--- src/rtl/lift_pkg.sv ---
// Shared lift definitions: default floor count and level width, level type,
// and the door/motion state encodings used by the lift controller.
package lift_pkg;

   localparam int DEF_LEVELS = 5;
   localparam int DEF_LVL_W  = 3;

   typedef logic [DEF_LVL_W-1:0] lvl_t;

   localparam logic [2:0] ST_IDLE = 3'b000;
   localparam logic [2:0] ST_UP   = 3'b100;
   localparam logic [2:0] ST_DOWN = 3'b010;
   localparam logic [2:0] ST_OPEN = 3'b001;

endpackage

--- src/rtl/lift_call_fifo.sv ---
// Circular call buffer; a push into a full buffer is accepted only when a pop
// frees the slot at the same edge.
module lift_call_fifo #(
   parameter int  W     = 3,
   parameter int  DEPTH = 4,
   localparam int AW    = $clog2(DEPTH)
) (
   input  logic         clk,
   input  logic         reset,
   input  logic         push,
   input  logic [W-1:0] push_data,
   input  logic         pop,
   output logic [W-1:0] head,
   output logic [AW:0]  count,
   output logic         full,
   output logic         empty
);

   logic [W-1:0]  mem [DEPTH];
   logic [AW-1:0] wr_ptr;
   logic [AW-1:0] rd_ptr;
   logic          do_pop;
   logic          do_push;

   assign do_pop  = pop & ~empty;
   assign do_push = push & (~full | do_pop);

   always_ff @(posedge clk or negedge reset) begin
      if (!reset) begin
         wr_ptr <= '0;
         rd_ptr <= '0;
         count  <= '0;
         for (int i = 0; i < DEPTH; i++) begin
            mem[i] <= '0;
         end
      end else begin
         if (do_push) begin
            mem[wr_ptr] <= push_data;
            wr_ptr      <= wr_ptr + 1'b1;
         end
         if (do_pop) begin
            rd_ptr <= rd_ptr + 1'b1;
         end
         if (do_push && !do_pop) begin
            count <= count + 1'b1;
         end else if (!do_push && do_pop) begin
            count <= count - 1'b1;
         end
      end
   end

   assign full  = (count == (AW+1)'(DEPTH));
   assign empty = (count == '0);
   assign head  = mem[rd_ptr];

endmodule

--- src/rtl/lift_call_queue.sv ---
// Floor-call front end: synchronises buttons, suppresses duplicate calls until
// served, and queues one level per call in arrival order.
module lift_call_queue
   import lift_pkg::*;
#(
   parameter int LEVELS = DEF_LEVELS,
   parameter int LVL_W  = DEF_LVL_W,
   parameter int DEPTH  = 4
) (
   input  logic              clk,
   input  logic              reset,
   input  logic [LEVELS-1:0] call_btn,
   output logic              req_valid,
   output logic [LVL_W-1:0]  req_lvl,
   input  logic              req_ready,
   input  logic              served_valid,
   input  logic [LVL_W-1:0]  served_lvl,
   output logic [LEVELS-1:0] pend_map,
   output logic              full
);

   localparam int AW = $clog2(DEPTH);

   logic [LEVELS-1:0] s1, s2, s3;
   logic [LEVELS-1:0] rise;
   logic [LEVELS-1:0] cap;
   logic [LEVELS-1:0] pend;
   logic [LEVELS-1:0] serve_mask;
   logic [LEVELS-1:0] pend_kept;
   logic [LEVELS-1:0] new_cap;
   logic [LEVELS-1:0] push_mask;
   logic [LVL_W-1:0]  push_lvl;
   logic              push_ok;
   logic              pop;
   logic [LVL_W-1:0]  fifo_head;
   logic [AW:0]       count;
   logic              fifo_empty;

   always_ff @(posedge clk or negedge reset) begin
      if (!reset) begin
         s1 <= '0;
         s2 <= '0;
         s3 <= '0;
      end else begin
         s1 <= call_btn;
         s2 <= s1;
         s3 <= s2;
      end
   end

   assign rise = s2 & ~s3;

   // Out-of-range served levels match no bit and are ignored.
   always_comb begin
      serve_mask = '0;
      for (int i = 0; i < LEVELS; i++) begin
         if (served_valid && (served_lvl == LVL_W'(i))) begin
            serve_mask[i] = 1'b1;
         end
      end
   end

   always_comb begin
      push_mask = '0;
      push_lvl  = '0;
      for (int i = LEVELS - 1; i >= 0; i--) begin
         if (cap[i]) begin
            push_mask    = '0;
            push_mask[i] = 1'b1;
            push_lvl     = LVL_W'(i);
         end
      end
   end

   // Serve clears first, so an edge in the same cycle re-arms the floor.
   assign pend_kept = pend & ~serve_mask;
   assign new_cap   = rise & ~pend_kept;

   // req_valid/req_ready: the head transfers at a rising edge where both are
   // high; req_valid never depends on req_ready and req_lvl holds until taken.
   assign pop     = req_valid & req_ready;
   assign push_ok = (|cap) & (~full | pop);

   always_ff @(posedge clk or negedge reset) begin
      if (!reset) begin
         cap  <= '0;
         pend <= '0;
      end else begin
         cap  <= (cap & ~({LEVELS{push_ok}} & push_mask)) | new_cap;
         pend <= pend_kept | new_cap;
      end
   end

   lift_call_fifo #(
      .W     (LVL_W),
      .DEPTH (DEPTH)
   ) u_fifo (
      .clk       (clk),
      .reset     (reset),
      .push      (push_ok),
      .push_data (push_lvl),
      .pop       (pop),
      .head      (fifo_head),
      .count     (count),
      .full      (full),
      .empty     (fifo_empty)
   );

   assign req_valid = (count != '0);
   assign req_lvl   = fifo_empty ? '0 : fifo_head;
   assign pend_map  = pend;

endmodule

--- config.mk ---
export PLATFORM = sky130hd
export DESIGN_NAME = lift_call_queue
export DESIGN_NICKNAME = d
export VERILOG_FILES = /design/src/rtl/lift_pkg.sv /design/src/rtl/lift_call_fifo.sv /design/src/rtl/lift_call_queue.sv
export SDC_FILE = /design/constraint.sdc
export NUM_CORES = 1
export LEC_CHECK = 0
export ABC_AREA = 1
export CAP_MARGIN = 20
export CORE_MARGIN = 1
export CORE_UTILIZATION = 35
export CTS_CLUSTER_SIZE = 16
export DETAILED_ROUTE_END_ITERATION = 16
export DONT_BUFFER_PORTS = 1
export HOLD_SLACK_MARGIN = 0.03
export PLACE_DENSITY = 0.51
export SLEW_MARGIN = 20
export SYNTH_ARGS = -nofsm -noshare
export SYNTH_HDL_FRONTEND = slang
export SYNTH_SLANG_ARGS = --single-unit
--- constraint.sdc ---
create_clock -name clk -period 4.3 [get_ports clk]
set_clock_uncertainty 0.15 [all_clocks]
set_input_delay 0.86 -clock clk [delete_from_list [all_inputs] [get_ports clk]]
set_output_delay 0.86 -clock clk [all_outputs]
set_load 0.1 [all_outputs]
==> results of run 1 <==
[sequential cells by signal, summed over array words and instances (netlist names)]
name	cells
cap	5
pend_map	5
s1	5
s2	5
s3	5
u_fifo.count	3
u_fifo.mem	12
u_fifo.rd_ptr	2
u_fifo.wr_ptr	2
[metal layers]
layer,track usage [%],share of wire (%),vias up
li1,-,-,681
met1,17.88,48,620
met2,22.18,47,17
met3,2.771,2.9,5
met4,6.923,1.7,0
met5,0,0,-
[cell families (layout without fill, tap and decap cells)]
logic type,after synthesis,count (layout),synth area share (%)
xor gates and xnor gates,3,3,1.375
AOI/OAI and AO/OA,18,18,4.974
buffers and inverters,26,35,5.366
DFF,44,44,57.59
muxes,1,1,0.5890
adders and majority gates,6,6,4.319
and+or+nand+nor,110,110,25.79
[cell usage in the layout (no fill, tap or decap), types with 2 or more instances in the layout]
cell / n
sky130_fd_sc_hd__inv_2: 4
sky130_fd_sc_hd__nand3_1: 13
sky130_fd_sc_hd__nor2_1: 20
sky130_fd_sc_hd__o21ai_1: 2
sky130_fd_sc_hd__a21oi_2: 3
sky130_fd_sc_hd__inv_1: 18
sky130_fd_sc_hd__buf_4: 4
sky130_fd_sc_hd__a21oi_1: 2
sky130_fd_sc_hd__nand4_1: 12
sky130_fd_sc_hd__xor2_1: 2
sky130_fd_sc_hd__ha_1: 5
sky130_fd_sc_hd__dfrtp_1: 44
sky130_fd_sc_hd__o21ai_0: 9
sky130_fd_sc_hd__nand2_1: 58
sky130_fd_sc_hd__clkinv_4: 2
sky130_fd_sc_hd__clkbuf_8: 5
[cell type report]
cell class | instances | share of cell area, %
Clock buffer | 5 | 3.172
Clock inverter | 3 | 2.191
Inverter | 22 | 3.806
Multi-Input combinational cell | 138 | 33.39
Sequential cell | 44 | 50.75
Tap cell | 70 | 4.037
Timing Repair Buffer | 5 | 2.653
[power breakdown]
| part | switching [mW] | total, mW | internal, mW |
|---|---|---|---|
| logic | 0.574 | 0.831 | 0.257 |
| registers | 0.124 | 0.644 | 0.521 |
| clock network | 0.146 | 0.321 | 0.175 |
| total | 0.844 | 1.80 | 0.953 |
[metrics by stage]
step	area, sq um	hold slack, ns
floorplan	1912	0.1812
global placement	2053	0.1826
detailed placement	2053	0.1855
CTS	2170	0.08403
global route	2170	0.07845
finish	2170	0.09858
[worst paths after layout]
kind	start	to	cells after the start	slack, ns
min reg2reg	s1[2]	s2[2]	0	0.20
max reg2reg	u_fifo.count[1]	u_fifo.count[1]	8	1.53
min in group clk	s1[2]	s2[2]	0	0.20
min	reset	s2[1]	0	0.1
max in group asynchronous	reset	u_fifo.count[0]	0	3.82
max	u_fifo.count[0]	req_lvl[2]	6	1.52
==> run summary, run 1 <==
result of the run - completed
ratio of final minimum period to clock period - 64.67%
Global Route Usage Sum - 13.86%
pre-CTS WS - 1.245 ns
fill cell total of the finished layout - 513
Worst EP required - 3.29 ns
vias post-DR - 1323
maximum VDD drop - 0.5751 mV
total power after layout - 1.797 mW
post-synthesis area per instance - 9.192 sq um
clock insertion delay at the later pin of the skew report - 0.29 ns
placement row count - 26
cell-by-cell listing of the critical path - nor2_1 -> nand2_1 -> buf_4 -> inv_1 -> a21oi_2 -> buf_4
cell family contributing the most delay on the critical path - buffers and inverters
placeable core region - 0.005172 sq mm
max frequency - 359.6 MHz
post-CTS setup repair buffer count - 0
maximum number of pins on one net before global-route repair - 45
DRT Wirelength - 3486 um
asr flop ratio synth - 100.0%
startpoint kind of the worst setup timing path - register
cell mode on critical path - sky130_fd_sc_hd__buf_4
Power Density - 828.3 mW/mm^2
number of nets in the synthesized netlist - 226
post-synth design cell area - 0.001912 sq mm
flip-flop and latch count after synthesis - 44
relative slew slack - 39.32%
minimum clock period - 2.781 ns
hold_buf cts - 0
commonest cells in the netlist - sky130_fd_sc_hd__nand2_1 (58), sky130_fd_sc_hd__dfrtp_1 (44), sky130_fd_sc_hd__nor2_1 (20)
crit path buf inv count - 3
Crit. End Element - output pin
via count of the first global-routing pass - 1283
Leak Pwr - 1.086 nW
Crit path arrival time - 1.77 ns
most area-consuming cells after synthesis - sky130_fd_sc_hd__dfrtp_1 (58%), sky130_fd_sc_hd__nand2_1 (11%), sky130_fd_sc_hd__nand4_1 (3.9%), sky130_fd_sc_hd__nor2_1 (3.9%), sky130_fd_sc_hd__inv_1 (3.5%)
number of synthesized flops with an enable pin - 0
number of unique standard cell types used by synthesis - 25
count of mapped cells out of synthesis - 208
count of final hold-check violations - 0
number of clock sinks - 44
Worst Max-Slew Pin Slew - 0.9102 ns
CTS tree - built
final-stage net count - 234
CTS root buf - sky130_fd_sc_hd__clkbuf_8
share of final-layout standard cells stronger than drive strength 1 - 11.98%
depth of the CTS H-tree - 2
HP Class - primary input to asynchronous set/reset pin
remaining global-route overflow - 0
top-level I/O count - 22
top cell type by total area after synthesis - sky130_fd_sc_hd__dfrtp_1
detailed placer's ending HPWL - 2530 um
Worst path max stage delay - 0.44 ns
area of the die - 0.005762 sq mm
maximum fanout along the worst path - 4
DRC viols - 0
part of the Yosys area used for sequential elements - 57.59%
Die Span X - 75.91 um
Via-to-Cell Ratio - 4.610
setup repair after global routing missed its margin - no
global-route wire length before repair - 6196 um
Pins Over Slew Limit - 0
antenna diode count - 0
first-pass iteration count of the detailed router - 4
cells resized by post-CTS repair - 0
vertical die dimension - 75.91 um
Main synth FF type - sky130_fd_sc_hd__dfrtp_1
Clock transition at path regs - 0.09 ns
Max Cap Violations - 0
Final setup viols - 0
footprint of the flip-flops and latches - 0.001101 sq mm
crit path kind - register to output pin
deepest clock path buffer count - 2
area delta synth->final - 13.48%
dominant cell by count in the synthesized netlist - sky130_fd_sc_hd__nand2_1
Setup WS post-layout - 1.519 ns
Non-Filler Instances - 287
DR iter-0 viols - 40
number of antenna violations at the first check in global routing - 0
count of input and output buffers - 0
number of buffers inserted during clock tree synthesis - 5
Routability Congestion - 0.7565
residual antenna-violating net count after detailed routing - 0
count of yosys warnings during synthesis - 0
area used by multi-input combinational logic - 724.4 sq um
summed negative setup slack over all endpoints - 0 ns
# placed instances - 279
Avg WL per Cell - 12.15 um
initial core utilization - 36.96%
slowest stage cell on the critical path - sky130_fd_sc_hd__dfrtp_1
fraction of synthesized cell area taken by the top area cell type - 57.59%
final core utilization - 41.94%
Power figures use the tool's default switching activity.
==> run 2, diff against run 1 <==
- PLACE_DENSITY: 0.51 -> 0.53
- clock period: 4.3 -> 2.4 ns (I/O delays scaled with it)
==> run 2 against run 1 <==
Critical path depth rose by 2. Sequential share of layout area fell by 2.5 points. Sequential cell count did not move. Combinational power rose by 110%. Highest routed layer unchanged.
==> run summary, run 2 (same netlist as run 1, synthesis figures left out) <==
Leak Pwr - 1.132 nW (+4.3%)
commonest non-fill, non-tap cells in the layout - sky130_fd_sc_hd__nand2_1 (57), sky130_fd_sc_hd__dfrtp_1 (44), sky130_fd_sc_hd__nor2_1 (20)
Worst EP required - 2.43 ns (-0.86 ns)
crit path kind - register to register
relative slew slack - 77.69% (+38 points)
initial core utilization - 36.96% (unchanged)
global-route wire length before repair - 6127 um (-1.1%)
count of final hold-check violations - 0 (unchanged)
Crit. End Element - register
ratio of final minimum period to clock period - 90.88%
setup repair after global routing missed its margin - no
cell family contributing the most delay on the critical path - adder cells
Power Density - 1453 mW/mm^2 (+75%)
first-pass iteration count of the detailed router - 4 (unchanged)
clock insertion delay at the later pin of the skew report - 0.29 ns (about the same)
HP Class - primary input to register
Die Span X - 75.91 um (unchanged)
share of final-layout standard cells stronger than drive strength 1 - 15.86% (+3.9 points)
max frequency - 458.5 MHz
Global Route Usage Sum - 13.72% (-0.14 points)
result of the run - completed
maximum fanout along the worst path - 4 (unchanged)
crit path buf inv count - 2 (-1)
Worst path max stage delay - 0.45 ns (about the same)
Biggest register - u_fifo.mem
cell-by-cell listing of the critical path - nor2_1 -> nand3_1 -> nand2_1 -> inv_2 -> ha_1 -> inv_1 -> fa_1 -> mux2_2
Final setup viols - 0 (unchanged)
Clock transition at path regs - 0.08 ns (about the same)
most common library cell in the layout ignoring fill and taps - sky130_fd_sc_hd__nand2_1
final design area excluding fillers - 0.002282 sq mm (+5.2%)
antenna diode count - 0 (unchanged)
deepest clock path buffer count - 2 (unchanged)
Via-to-Cell Ratio - 4.586 (-0.52%)
via count of the first global-routing pass - 1343 (+4.7%)
count of input and output buffers - 0 (unchanged)
detailed placer's ending HPWL - 2496 um (-1.4%)
startpoint kind of the worst setup timing path - register
Pins Over Slew Limit - 0 (unchanged)
fill cell total of the finished layout - 508 (-0.97%)
dpl cell area - 0.002147 sq mm (+4.6%)
residual antenna-violating net count after detailed routing - 0 (unchanged)
number of buffers inserted during clock tree synthesis - 5 (unchanged)
DRT Wirelength - 3426 um (-1.7%)
Max Cap Violations - 0 (unchanged)
number of antenna violations at the first check in global routing - 0 (unchanged)
vias post-DR - 1362 (+2.9%)
WHS - 0.05707 ns (-0.04150 ns)
Routability Congestion - 0.7200 (-4.8%)
maximum number of pins on one net before global-route repair - 45 (unchanged)
DRC viols - 0 (unchanged)
Worst Max-Slew Pin Slew - 0.3312 ns (-0.5790 ns)
area delta synth->final - 19.37%
CTS root buf - sky130_fd_sc_hd__clkbuf_8
final-stage net count - 244 (+4.3%)
remaining global-route overflow - 0 (unchanged)
maximum VDD drop - 0.7611 mV (+32%)
vertical die dimension - 75.91 um (unchanged)
minimum clock period - 2.181 ns
top-level I/O count - 22 (unchanged)
DR iter-0 viols - 96 (+140%)
Crit path arrival time - 2.21 ns (+0.44 ns)
max FFs per register - 12 (unchanged)
placement row count - 26 (unchanged)
area of the die - 0.005762 sq mm (unchanged)
number of clock sinks - 44 (unchanged)
CTS tree - built
slowest stage cell on the critical path - sky130_fd_sc_hd__dfrtp_1
Avg WL per Cell - 11.54 um (-5.0%)
cells resized by post-CTS repair - 0 (unchanged)
depth of the CTS H-tree - 2 (unchanged)
placeable core region - 0.005172 sq mm (unchanged)
-- run 2: cell count changes in the layout (fill, tap and decap cells not counted), sizes merged --
cell,previous run,this run
clkinvlp,0,2
bufinv,1,0
buf,5,14
dlygate4sd3,0,1
clkbuf,5,6
clkinv,2,0
-- run 2: timing repair --
| item | 4_1_cts | 5_1_grt |
|---|---|---|
| hold endpoints to repair | 44 | 0 |
| buffers inserted | 0 | 0 |
| setup endpoints to repair | 0 | 0 |
| hold buffers | 2 | 0 |
-- run 2: layout make-up --
type / instances / area, sq um / area share [%]
Inverter: 22 / 82.58 / 3.618
Multi-Input combinational cell: 138 / 740.7 / 32.46
Timing Repair Buffer: 15 / 172.7 / 7.566
Clock inverter: 2 / 15.01 / 0.6579
Sequential cell: 44 / 1101 / 48.25
Clock buffer: 6 / 82.58 / 3.618
Tap cell: 70 / 87.58 / 3.838
-- run 2: per-stage QoR --
| step | total power, mW | TNS, ns | worst slack (ns) | util (%) | cells |
|---|---|---|---|---|---|
| final | 3.317 | 0 | 0.2188 | 44.12 | 297 |
| after global routing | 3.572 | 0 | 0.06066 | 44.12 | 297 |
| after CTS | 3.369 | 0 | 0.2017 | 44.12 | 297 |
| after detailed placement | 2.845 | 0 | 0.2130 | 41.51 | 287 |
| after global placement | 2.834 | 0 | 0.2552 | 41.51 | 287 |
| after floorplan | 2.380 | -0.4535 | -0.2268 | - | 208 |
-- run 2: report_power, final --
group	internal, mW	switching, mW
Clock	0.233	0.246
Sequential	0.934	0.154
Combinational	0.605	1.15
-- run 2: path summary, 6_finish.rpt --
kind	cells after the start	endpoint	start	slack (ns)
worst max-delay path	8	u_fifo.count[1]	u_fifo.count[1]	0.22
worst min-delay path	0	s1[2]	call_btn[2]	0.06
worst max register to register	8	u_fifo.count[1]	u_fifo.count[1]	0.22
worst min register to register	0	s2[2]	s1[2]	0.20
max in group asynchronous	2	u_fifo.rd_ptr[1]	reset	1.36
min in group asynchronous	2	pend_map[1]	reset	0.53
-- run 2: per-layer routing --
layer / part of all wire (%) / GRT usage (%) / vias to the layer above
met5: 0 / 0 / -
met4: 1.8 / 6.346 / 0
met3: 2.8 / 3.855 / 6
met2: 48 / 22.36 / 20
met1: 48 / 16.86 / 633
li1: - / - / 703
